## src/rtl/loader_pkg.sv

```systemverilog
// Shared constants for the serial program loader: FSM encodings, the sync byte
// and the bit-period calculation.
package loader_pkg;

    localparam logic [2:0] ST_SYNC   = 3'd0;
    localparam logic [2:0] ST_LEN_LO = 3'd1;
    localparam logic [2:0] ST_LEN_HI = 3'd2;
    localparam logic [2:0] ST_DATA   = 3'd3;
    localparam logic [2:0] ST_RUN    = 3'd4;
    localparam logic [2:0] ST_ERR    = 3'd5;

    localparam logic [1:0] RX_IDLE  = 2'd0;
    localparam logic [1:0] RX_START = 2'd1;
    localparam logic [1:0] RX_BITS  = 2'd2;
    localparam logic [1:0] RX_STOP  = 2'd3;

    localparam logic [7:0] SYNC_BYTE = 8'hA5;

    function automatic int unsigned calc_div(input int unsigned clk_freq,
                                             input int unsigned baud);
        return clk_freq / baud;
    endfunction

endpackage

```

## src/rtl/uart_rx.sv

```systemverilog
// 8N1 UART receiver with 2-FF input synchronizer, mid-bit sampling and
// start-bit glitch rejection.
module uart_rx
    import loader_pkg::*;
#(
    parameter int unsigned DIV = 434
) (
    input  logic       clk,
    input  logic       rst,
    input  logic       clr,
    input  logic       rxd,
    output logic       rx_valid,
    output logic       rx_ferr,
    output logic [7:0] rx_byte
);

    localparam int unsigned CNT_W = $clog2(DIV) + 1;
    localparam logic [CNT_W-1:0] DIV_M1  = CNT_W'(DIV - 1);
    localparam logic [CNT_W-1:0] HALF_M1 = CNT_W'(DIV / 2 - 1);

    // sync[1] is the synchronized line, sync[2] its previous value for edge detect
    logic [2:0]       sync;
    logic [1:0]       rx_state;
    logic [CNT_W-1:0] cnt;
    logic [2:0]       bit_cnt;
    logic [7:0]       shreg;

    always_ff @(posedge clk or posedge rst) begin
        if (rst) begin
            sync     <= 3'b111;
            rx_state <= RX_IDLE;
            cnt      <= '0;
            bit_cnt  <= '0;
            shreg    <= '0;
            rx_valid <= 1'b0;
            rx_ferr  <= 1'b0;
            rx_byte  <= '0;
        end else begin
            sync     <= {sync[1:0], rxd};
            rx_valid <= 1'b0;
            rx_ferr  <= 1'b0;
            if (clr) begin
                rx_state <= RX_IDLE;
                cnt      <= '0;
                bit_cnt  <= '0;
            end else begin
                case (rx_state)
                    RX_IDLE: begin
                        if (sync[2] && !sync[1]) begin
                            rx_state <= RX_START;
                            cnt      <= '0;
                        end
                    end
                    RX_START: begin
                        if (cnt == HALF_M1) begin
                            cnt     <= '0;
                            bit_cnt <= '0;
                            rx_state <= sync[1] ? RX_IDLE : RX_BITS;
                        end else begin
                            cnt <= cnt + 1'b1;
                        end
                    end
                    RX_BITS: begin
                        if (cnt == DIV_M1) begin
                            cnt   <= '0;
                            shreg <= {sync[1], shreg[7:1]};
                            if (bit_cnt == 3'd7) begin
                                rx_state <= RX_STOP;
                            end else begin
                                bit_cnt <= bit_cnt + 1'b1;
                            end
                        end else begin
                            cnt <= cnt + 1'b1;
                        end
                    end
                    RX_STOP: begin
                        if (cnt == DIV_M1) begin
                            cnt      <= '0;
                            rx_state <= RX_IDLE;
                            if (sync[1]) begin
                                rx_valid <= 1'b1;
                                rx_byte  <= shreg;
                            end else begin
                                rx_ferr <= 1'b1;
                            end
                        end else begin
                            cnt <= cnt + 1'b1;
                        end
                    end
                    default: rx_state <= RX_IDLE;
                endcase
            end
        end
    end

endmodule

```

## src/rtl/uart_prog_loader.sv

```systemverilog
// Serial program loader: parses A5/LEN/data frames from the UART and writes
// little-endian words into instruction memory while holding the CPU in reset.
module uart_prog_loader
    import loader_pkg::*;
#(
    parameter int unsigned CLK_FREQ = 50_000_000,
    parameter int unsigned BAUD     = 115200,
    parameter int unsigned ADDR_W   = 6
) (
    input  logic              clk,
    input  logic              rst,
    input  logic              rxd,
    input  logic              load_req,
    output logic              imem_we,
    output logic [31:0]       imem_wa,
    output logic [31:0]       imem_wd,
    output logic              cpu_hold,
    output logic              done,
    output logic              err,
    output logic [ADDR_W:0]   word_count
);

    localparam int unsigned DIV = calc_div(CLK_FREQ, BAUD);
    localparam logic [16:0] MAX_LEN = 17'(1 << ADDR_W);

    logic        rx_valid;
    logic        rx_ferr;
    logic [7:0]  rx_byte;

    logic [2:0]  state;
    logic [7:0]  len_lo;
    logic [15:0] len;
    logic [1:0]  byte_idx;
    logic [23:0] part;
    logic [15:0] len_word;
    logic [15:0] wc_ext;

    uart_rx #(.DIV(DIV)) u_rx (
        .clk      (clk),
        .rst      (rst),
        .clr      (load_req),
        .rxd      (rxd),
        .rx_valid (rx_valid),
        .rx_ferr  (rx_ferr),
        .rx_byte  (rx_byte)
    );

    assign len_word = {rx_byte, len_lo};
    assign wc_ext   = 16'(word_count);

    always_ff @(posedge clk or posedge rst) begin
        if (rst) begin
            state      <= ST_SYNC;
            len_lo     <= '0;
            len        <= '0;
            byte_idx   <= '0;
            part       <= '0;
            word_count <= '0;
            imem_we    <= 1'b0;
            imem_wa    <= '0;
            imem_wd    <= '0;
        end else begin
            imem_we <= 1'b0;
            if (load_req) begin
                state      <= ST_SYNC;
                word_count <= '0;
                part       <= '0;
                byte_idx   <= '0;
            end else if (rx_ferr && (state inside {ST_SYNC, ST_LEN_LO, ST_LEN_HI, ST_DATA})) begin
                state    <= ST_ERR;
                part     <= '0;
                byte_idx <= '0;
            end else begin
                case (state)
                    ST_SYNC: begin
                        if (rx_valid && rx_byte == SYNC_BYTE) state <= ST_LEN_LO;
                    end
                    ST_LEN_LO: begin
                        if (rx_valid) begin
                            len_lo <= rx_byte;
                            state  <= ST_LEN_HI;
                        end
                    end
                    ST_LEN_HI: begin
                        if (rx_valid) begin
                            len <= len_word;
                            if (len_word == 16'd0) begin
                                state <= ST_RUN;
                            end else if ({1'b0, len_word} > MAX_LEN) begin
                                state <= ST_ERR;
                            end else begin
                                word_count <= '0;
                                byte_idx   <= '0;
                                state      <= ST_DATA;
                            end
                        end
                    end
                    ST_DATA: begin
                        // Completion is checked one cycle after the last strobe so
                        // the release trails the final imem_we by exactly one cycle.
                        if (wc_ext == len) begin
                            state <= ST_RUN;
                        end else if (rx_valid) begin
                            byte_idx <= byte_idx + 1'b1;
                            case (byte_idx)
                                2'd0: part[7:0]   <= rx_byte;
                                2'd1: part[15:8]  <= rx_byte;
                                2'd2: part[23:16] <= rx_byte;
                                default: begin
                                    imem_we    <= 1'b1;
                                    imem_wd    <= {rx_byte, part};
                                    imem_wa    <= 32'({word_count, 2'b00});
                                    word_count <= word_count + 1'b1;
                                    part       <= '0;
                                end
                            endcase
                        end
                    end
                    default: ;
                endcase
            end
        end
    end

    assign done     = (state == ST_RUN);
    assign cpu_hold = (state != ST_RUN);
    assign err      = (state == ST_ERR);

endmodule

```

## config.mk

```make
export PLATFORM = sky130hd
export DESIGN_NAME = uart_prog_loader
export DESIGN_NICKNAME = d
export VERILOG_FILES = /design/src/rtl/loader_pkg.sv /design/src/rtl/uart_rx.sv /design/src/rtl/uart_prog_loader.sv
export SDC_FILE = /design/constraint.sdc
export NUM_CORES = 1
export LEC_CHECK = 0
export ABC_AREA = 1
export CORE_MARGIN = 1.5
export CORE_UTILIZATION = 56
export CTS_BUF_LIST = sky130_fd_sc_hd__clkbuf_16
export CTS_CLUSTER_DIAMETER = 120
export CTS_CLUSTER_SIZE = 30
export DETAILED_ROUTE_END_ITERATION = 6
export PLACE_DENSITY_LB_ADDON = 0.25
export SYNTH_ARGS = -nofsm -noshare
export SYNTH_HDL_FRONTEND = slang
export SYNTH_SLANG_ARGS = --single-unit
```

## constraint.sdc

```tcl
create_clock -name clk -period 5.4 [get_ports clk]
set_input_delay 1.08 -clock clk [delete_from_list [all_inputs] [get_ports clk]]
set_output_delay 1.08 -clock clk [all_outputs]
set_load 0.05 [all_outputs]
```

* Word level (Yosys, flattened, before mapping)
Cells that the tools add are included.
Widths: inputs -> output; s select.
** Operators by class
- Multiplexer cells :: 66
- Bitwise logic cells :: 4
- Equal/unequal tests :: 41
- $lt $le $gt $ge :: 1
- Reductions and logical operators :: 33
- $add $sub $neg :: 4
** Operators with widths (count)
- $mux 24 :: 5
- $mux 7 :: 8
- $pmux 8 s2 :: 3
- $mux 10 :: 4
- $mux 3 :: 12
- $pmux 10 s3 :: 1
- $mux 2 :: 14
- $reduce_and 4->1 :: 7
- $ne 3x2->1 const B :: 7
- $ne 3x3->1 const B :: 7
- $ne 4x2->1 const B :: 5
- $eq 7x16->1 :: 1
- $gt 16x7->1 const B :: 1
- $logic_not 16->1 :: 1
- $mux 1 :: 14
- $pmux 7 s2 :: 1
- $ne 4x4->1 const B :: 3
- $pmux 3 s4 :: 1
- $reduce_and 6->1 :: 2
- $reduce_bool 3->1 :: 4
- $add 10x1->10 const B :: 1
- $eq 10x8->1 const B :: 1
- $eq 10x9->1 const B :: 1
- $reduce_and 5->1 :: 2
- 25 further kinds :: 43
** Storage, ports and cells
- Word-level logic and storage cells :: 168
- Input bits :: 4
- Register bits :: 136
- Output and inout bits :: 75

* Longest topological paths before layout
Gate-level depths: netlist of the first run.
- Depth in word-level cells :: 8
- Depth in mapped cells :: 12
- Gate-level depth less buffers :: 12

* Cells and area by module
Synthesis of the first run repeated with hierarchy kept, for this count alone.
** Second synthesis, totals
- Cells, all modules :: 787
- Area, all modules :: 6705.2 um2
** By module, submodules not included
- uart_prog_loader :: area each 4830.9 um2, cells an instance 572, instances 1, seq. area each 2502.4 um2
- uart_rx :: area each 1874.3 um2, cells an instance 215, instances 1, seq. area each 904.6 um2

* Worst setup path after synthesis of the first run
OpenSTA, ideal clock, no wires.
- Path kind :: flip-flop to output port
- From :: register state[0]
- To :: output port err
- Setup slack :: 2.720 ns
- Stages on the path, launching flop included :: 3
- Data arrival time :: 1.600 ns
- Path buffers :: 0
- Data required time :: 4.320 ns
- Cells stage by stage :: dfrtp_1 > inv_1 > nor3_1
** On the way
- Cells in the longest elaborated chain, start to end :: 1
** Ends and longest elaborated chain
- start: declaration :: line uart_prog_loader.sv:30 : logic [2:0] state;
- start signal: assignment :: line uart_prog_loader.sv:53 : state <= ST_SYNC;
- start signal: assignment :: line uart_prog_loader.sv:65 : state <= ST_SYNC;
- start signal: assignment :: line uart_prog_loader.sv:70 : state <= ST_ERR;
- $eq 3x3->1 :: line uart_prog_loader.sv:127 : assign err = (state == ST_ERR);
- end: declaration :: line uart_prog_loader.sv:19 : output logic err,
No other way between the ends.

* Final worst setup path of the first run
- From :: register state[1]
- To :: output port done
** On the way
- Cells in the longest elaborated chain, start to end :: 1
** Ends and longest elaborated chain
- $eq 3x3->1 :: line uart_prog_loader.sv:125 : assign done = (state == ST_RUN);
- end: declaration :: line uart_prog_loader.sv:18 : output logic done,
No other way between the ends.

==> flow_summary.yaml, run 1 <==
outcome:
  status: "finished with violations"
  violations: "design-rule violations"
synth:
  yosysUniqueCellTypes: 33
  synthFlopType: "dfrtp_1"
  synth_most_common_cell: "nand2_1"
  postSynth.asyncResetShare: 1.00
  yosys-top-cells-count: "226 x nand2_1, 158 x inv_1, 133 x dfrtp_1, 95 x o21ai_0, 42 x nor2_1"
  ys_seq_area_frac: 0.510
  yosysWarnings: 0
  ys_seq_elements: 136
  synthTopCellsByArea: "dfrtp_1 50%, nand2_1 13%, inv_1 8.9%"
  netlist_instances: 843
  synth_top_area_share: 0.499
  synth_edf_count: 0
  synth_area_um2: 6680
  syn_avg_cell_area_um2: 7.92
  synth_area_leader_cell: "dfrtp_1"
global_routing:
  grt_pass1_vias: 5094
  antenna_found_initial: 0
  grt_use_met3: 0.0524
  grt_use_met1: 0.333
  overflow: 0
  track_usage: 0.244
  grt_max_degree: 79
  use_met2: 0.401
  busiest_layer: "met2"
  grt_first_pass_wirelength_um: 24300
sta:
  setup_viol_count_final: 0
  rsz0062_at_grt: "no"
  finalHoldViolCount: 0
  fmaxAchievable_mhz: 306
  fin_crit_ns: 3.26
  worstMarginPinSlew_ns: 1.05
  final_max_slew_viol_count: 0
  clock_skew_ns: 0.0104
  setup_slack_ns: 2.14
  relSlewSlack: 0.295
  post-route-period-util: 0.604
  setup_tns_ns: 0
detailed_routing:
  remaining_drc_errors: 59
  vias: 5286
  drtIter0Drc: 376
  ant_nets: 0
  wl_per_cell_um: 13.4
  drtPass1Iterations: 7
  vias_per_cell: 5.04
  routed_wl_um: 14100
setup_path:
  start_kind: "flop"
  cp_max_fo: 7
  cp.arrival_ns: 2.18
  cp.required_ns: 4.32
  endpoint_kind: "primary output"
  critPathKind: "reg2out"
job:
  maxCapViolCount: 0
final_layout:
  fillers: 970
  syn2layout_area_growth_pct: 15.4
  regArea_um2: 3410
  drive_above_1_share: 0.0585
  final_core_utilization: 0.669
  antenna_cells: 0
  fin_nets: 907
  multi_input_area_um2: 2420
  stdcell_area_um2: 7710
clock_network:
  cts_sinks: 136
  cts_tree: "done"
  htreeDepth: 4
  clock_path_buffers: 2
  cts_resized: 0
  clk_latency_ns: 0.42
  ctsHoldBuffers: 0
  cts.reportedPaths.clkPinSlew_ns: 0.06
  cts_setup_buffers: 0
  cts_made_buffers: 17
  cts-root-buf: "clkbuf_16"
hold_path:
  worstHoldPathType: "reg2reg"
die:
  die_x_um: 112
  die_h_um: 112
  core_area_um2: 11500
  rows: 39
  ios: 79
  start_util: 0.580
  die-area_um2: 12600
placement:
  place_ws_ns: 1.92
  hpwlAfterDp_um: 9810
  placed_cell_area_um2: 7180
  io_buffers: 53
  routabilityCongestion: 0.903
power_and_ir_drop:
  max-vdd-ir-drop_mv: 0.214
  p_leak_nw: 3.79
  power_density_nw_per_um2: 311
## layout make-up
cell class / instances / area share
inverter: 165 / 0.0807
timing repair buffer: 56 / 0.0718
multi-input combinational: 517 / 0.314
clock inverter: 15 / 0.0125
sequential: 136 / 0.442
tap: 143 / 0.0232
clock buffer: 17 / 0.0552
## report_power, final
| part | internal [mW] | switching, mW | total, mW |
|---|---|---|---|
| Clock | 0.614 | 0.408 | 1.02 |
| Sequential | 1.05 | 0.0308 | 1.08 |
| Combinational | 0.0688 | 0.226 | 0.295 |
| Total | 1.73 | 0.665 | 2.39 |
## final timing paths
path / startpoint / end / slack (ns) / cells after the start
setup / recovery: state[1]$_DFFE_PP0P_ / done / 2.14 / 4
hold / removal: u_rx.sync[0]$_DFF_PP1_ / u_rx.sync[1]$_DFF_PP1_ / 0.36 / 0
setup reg to reg: state[2]$_DFFE_PP0P_ / len[6]$_DFFE_PP0P_ / 2.94 / 4
hold reg to reg: u_rx.sync[0]$_DFF_PP1_ / u_rx.sync[1]$_DFF_PP1_ / 0.36 / 0
max in group asynchronous: rst / u_rx.sync[2]$_DFF_PP1_ / 3.26 / 3
min in group asynchronous: rst / imem_wd[24]$_DFFE_PP0P_ / 1.15 / 2
## cell families after synthesis
family          share of synthesized area
fa+ha+maj                          0.0187
simple gates                        0.226
other cells                      0.000562
compound gates                      0.103
buf+inv                             0.141
flops                               0.510
## state kept, by name, indices dropped and copies added, names as in the netlist
name / flops
imem_wd: 32
part: 24
len: 16
u_rx.cnt: 10
len_lo: 8
u_rx.rx_byte: 8
u_rx.shreg: 8
imem_wa: 7
word_count: 7
state: 3
u_rx.bit_cnt: 3
u_rx.sync: 3
byte_idx: 2
u_rx.rx_state: 2
imem_we: 1
u_rx.rx_ferr: 1
u_rx.rx_valid: 1
## layout by cell type, fill, tap and decap left out, drive strengths merged
cell type / n
inv: 168
nand3b: 4
clkinv: 9
nor2: 45
or2: 4
dfrtp: 133
buf: 3
nor3: 12
o31ai: 1
nor4: 3
ha: 10
nand3: 39
nor3b: 1
a21oi: 3
clkdlybuf4s50: 53
clkinvlp: 2
dfstp: 3
o21bai: 1
nand4: 11
conb: 25
bufinv: 1
nand2: 228
o21ai: 130
clkbuf: 17
## layer usage
metal  up-vias  part of all wire
met5         -                 0
met4         0            0.0078
met3        14             0.058
met2       153              0.48
met1      2464              0.45
li1       2655                 -
## through the flow
step | total power [mW] | cells | hold WS, ns
floorplan | 1.33 | 867 | 0.345
global placement | 1.37 | 1017 | 0.349
detailed placement | 1.39 | 1017 | 0.347
CTS | 2.41 | 1049 | 0.358
global route | 2.50 | 1049 | 0.363
finish | 2.39 | 1049 | 0.356
## worst max-delay path, cell delays in order (launching register included)
cell and delay (ns):
dfrtp_1 0.47, nor2_1 0.29, nand2_1 0.13, inv_1 0.07, clkdlybuf4s50_1 0.79
No activity file was read; power rests on OpenSTA's default activity.
==> inputs of run 2 (changes only) <==
- clock period: 5.4 -> 3.1 ns (I/O delays scaled with it)
==> run 2 against run 1 <==
The flow still finishes with violations (design-rule violations). Via count grew 1.9%. Non-clock buffer count grew 5. Critical path depth shrank 1. Highest routed layer unchanged.
==> flow_summary.yaml, run 2 (same netlist as run 1, synthesis figures left out) <==
placement:
  routabilityCongestion: 0.987
  io_buffers: 53
  hpwlAfterDp_um: 9950
  placed_cells: 1022
  placed_cell_area_um2: 7290
  place_ws_ns: 0.496
final_layout:
  layout_common_cells: "226 x nand2_1, 158 x inv_1, 133 x dfrtp_1"
  final_core_utilization: 0.679
  reg_top3: "imem_wd: 32 flops, part: 24 flops, len: 16 flops"
  fin_nets: 912
  final_common_cell: "nand2_1"
  antenna_cells: 0
  regMostFlops: "imem_wd"
  layoutNonFillerInstCount: 1054
  stdcell_area_um2: 7820
  syn2layout_area_growth_pct: 17.2
  drive_above_1_share: 0.0681
  largest_reg_flops: 32
sta:
  fin_crit_ns: 2.77
  setup_slack_ns: 0.333
  setup_viol_count_final: 0
  post-route-period-util: 0.893
  setup_tns_ns: 0
  clock_skew_ns: 0.00982
  final_max_slew_viol_count: 0
  relSlewSlack: 0.520
  fmaxAchievable_mhz: 361
  worstMarginPinSlew_ns: 0.717
  finalHoldViolCount: 0
  timing.hold.ws_ns: 0.356
  rsz0062_at_grt: "no"
setup_path:
  start_kind: "flop"
  crit_path_max_incr_delay_ns: 0.87
  endpoint_kind: "primary output"
  cp_slowest_cell: "clkdlybuf4s50_1"
  critPathKind: "reg2out"
  cp.required_ns: 2.48
  cp_max_fo: 7
  cp.arrival_ns: 2.15
  crit_chain: "inv_1 > nor3_1 > clkdlybuf4s50_1"
clock_network:
  cts_tree: "done"
  cts_resized: 0
  cts-root-buf: "clkbuf_16"
  clk_latency_ns: 0.42
  htreeDepth: 4
  cts_setup_buffers: 0
  ctsHoldBuffers: 0
  clock_path_buffers: 2
  cts_made_buffers: 17
  cts_sinks: 136
  cts.reportedPaths.clkPinSlew_ns: 0.06
die:
  rows: 39
  die_x_um: 112
  die_h_um: 112
  die-area_um2: 12600
  core_area_um2: 11500
  start_util: 0.580
  ios: 79
detailed_routing:
  vias_per_cell: 5.11
  drtIter0Drc: 413
  wl_per_cell_um: 13.5
  drtPass1Iterations: 7
  ant_nets: 0
  remaining_drc_errors: 4
  routed_wl_um: 14200
  vias: 5386
global_routing:
  track_usage: 0.242
  grt_pass1_vias: 5093
  grt_first_pass_wirelength_um: 24200
  grt_max_degree: 79
  overflow: 0
  antenna_found_initial: 0
outcome:
  violations: "design-rule violations"
  status: "finished with violations"
power_and_ir_drop:
  power_density_nw_per_um2: 541
  max-vdd-ir-drop_mv: 0.463
  total_power_mw: 4.23
  p_leak_nw: 3.84
job:
  maxCapViolCount: 0
hold_path:
  worstHoldPathType: "reg2reg"
run 2: changes by cell type in the layout (fill, tap and decap cells not counted), sizes merged:
cell and delta:
buf +5, clkinv +1, clkinvlp +1, inv -2
run 2: worst max-delay path: cells and delay by family (launching register included):
| kind | cells | cell delay (ns) |
|---|---|---|
| buffers and inverters | 2 | 1.04 |
| flip-flops | 1 | 0.36 |
| AND/OR/NAND/NOR | 1 | 0.33 |
run 2: worst paths after layout:
kind                                          from                endpoint  slack [ns]  cells after the start
setup / recovery              state[0]$_DFFE_PP0P_                     err        0.33                      3
hold reg to reg             u_rx.sync[0]$_DFF_PP1_  u_rx.sync[1]$_DFF_PP1_        0.36                      0
max in group asynchronous                      rst     part[3]$_DFFE_PP0P_        1.67                      4
setup reg to reg           byte_idx[0]$_DFFE_PP0P_     part[3]$_DFFE_PP0P_        1.07                      6
hold / removal              u_rx.sync[0]$_DFF_PP1_  u_rx.sync[1]$_DFF_PP1_        0.36                      0
min in group asynchronous                      rst  imem_wa[6]$_DFFE_PP0P_        0.62                      2
run 2: cell type report:
type | count | area (um^2)
fillers | 921 | 3690
flip-flops and latches | 136 | 3410
multi-input cells | 517 | 2420
repair buffers | 61 | 653
inverters | 165 | 623
clock buffers | 17 | 425
well taps | 143 | 179
clock inverters | 15 | 113
run 2: power by group:
| part | total, mW | switching (mW) | internal, mW |
|---|---|---|---|
| clock | 1.84 | 0.751 | 1.09 |
| combinational | 0.521 | 0.392 | 0.130 |
| sequential | 1.87 | 0.0515 | 1.82 |
| total | 4.23 | 1.19 | 3.04 |
run 2: routing by layer:
metal	part of all wire	GRT usage
met1	0.45	0.326
met2	0.47	0.387
met3	0.060	0.0562
met4	0.017	0.0920
met5	0	0
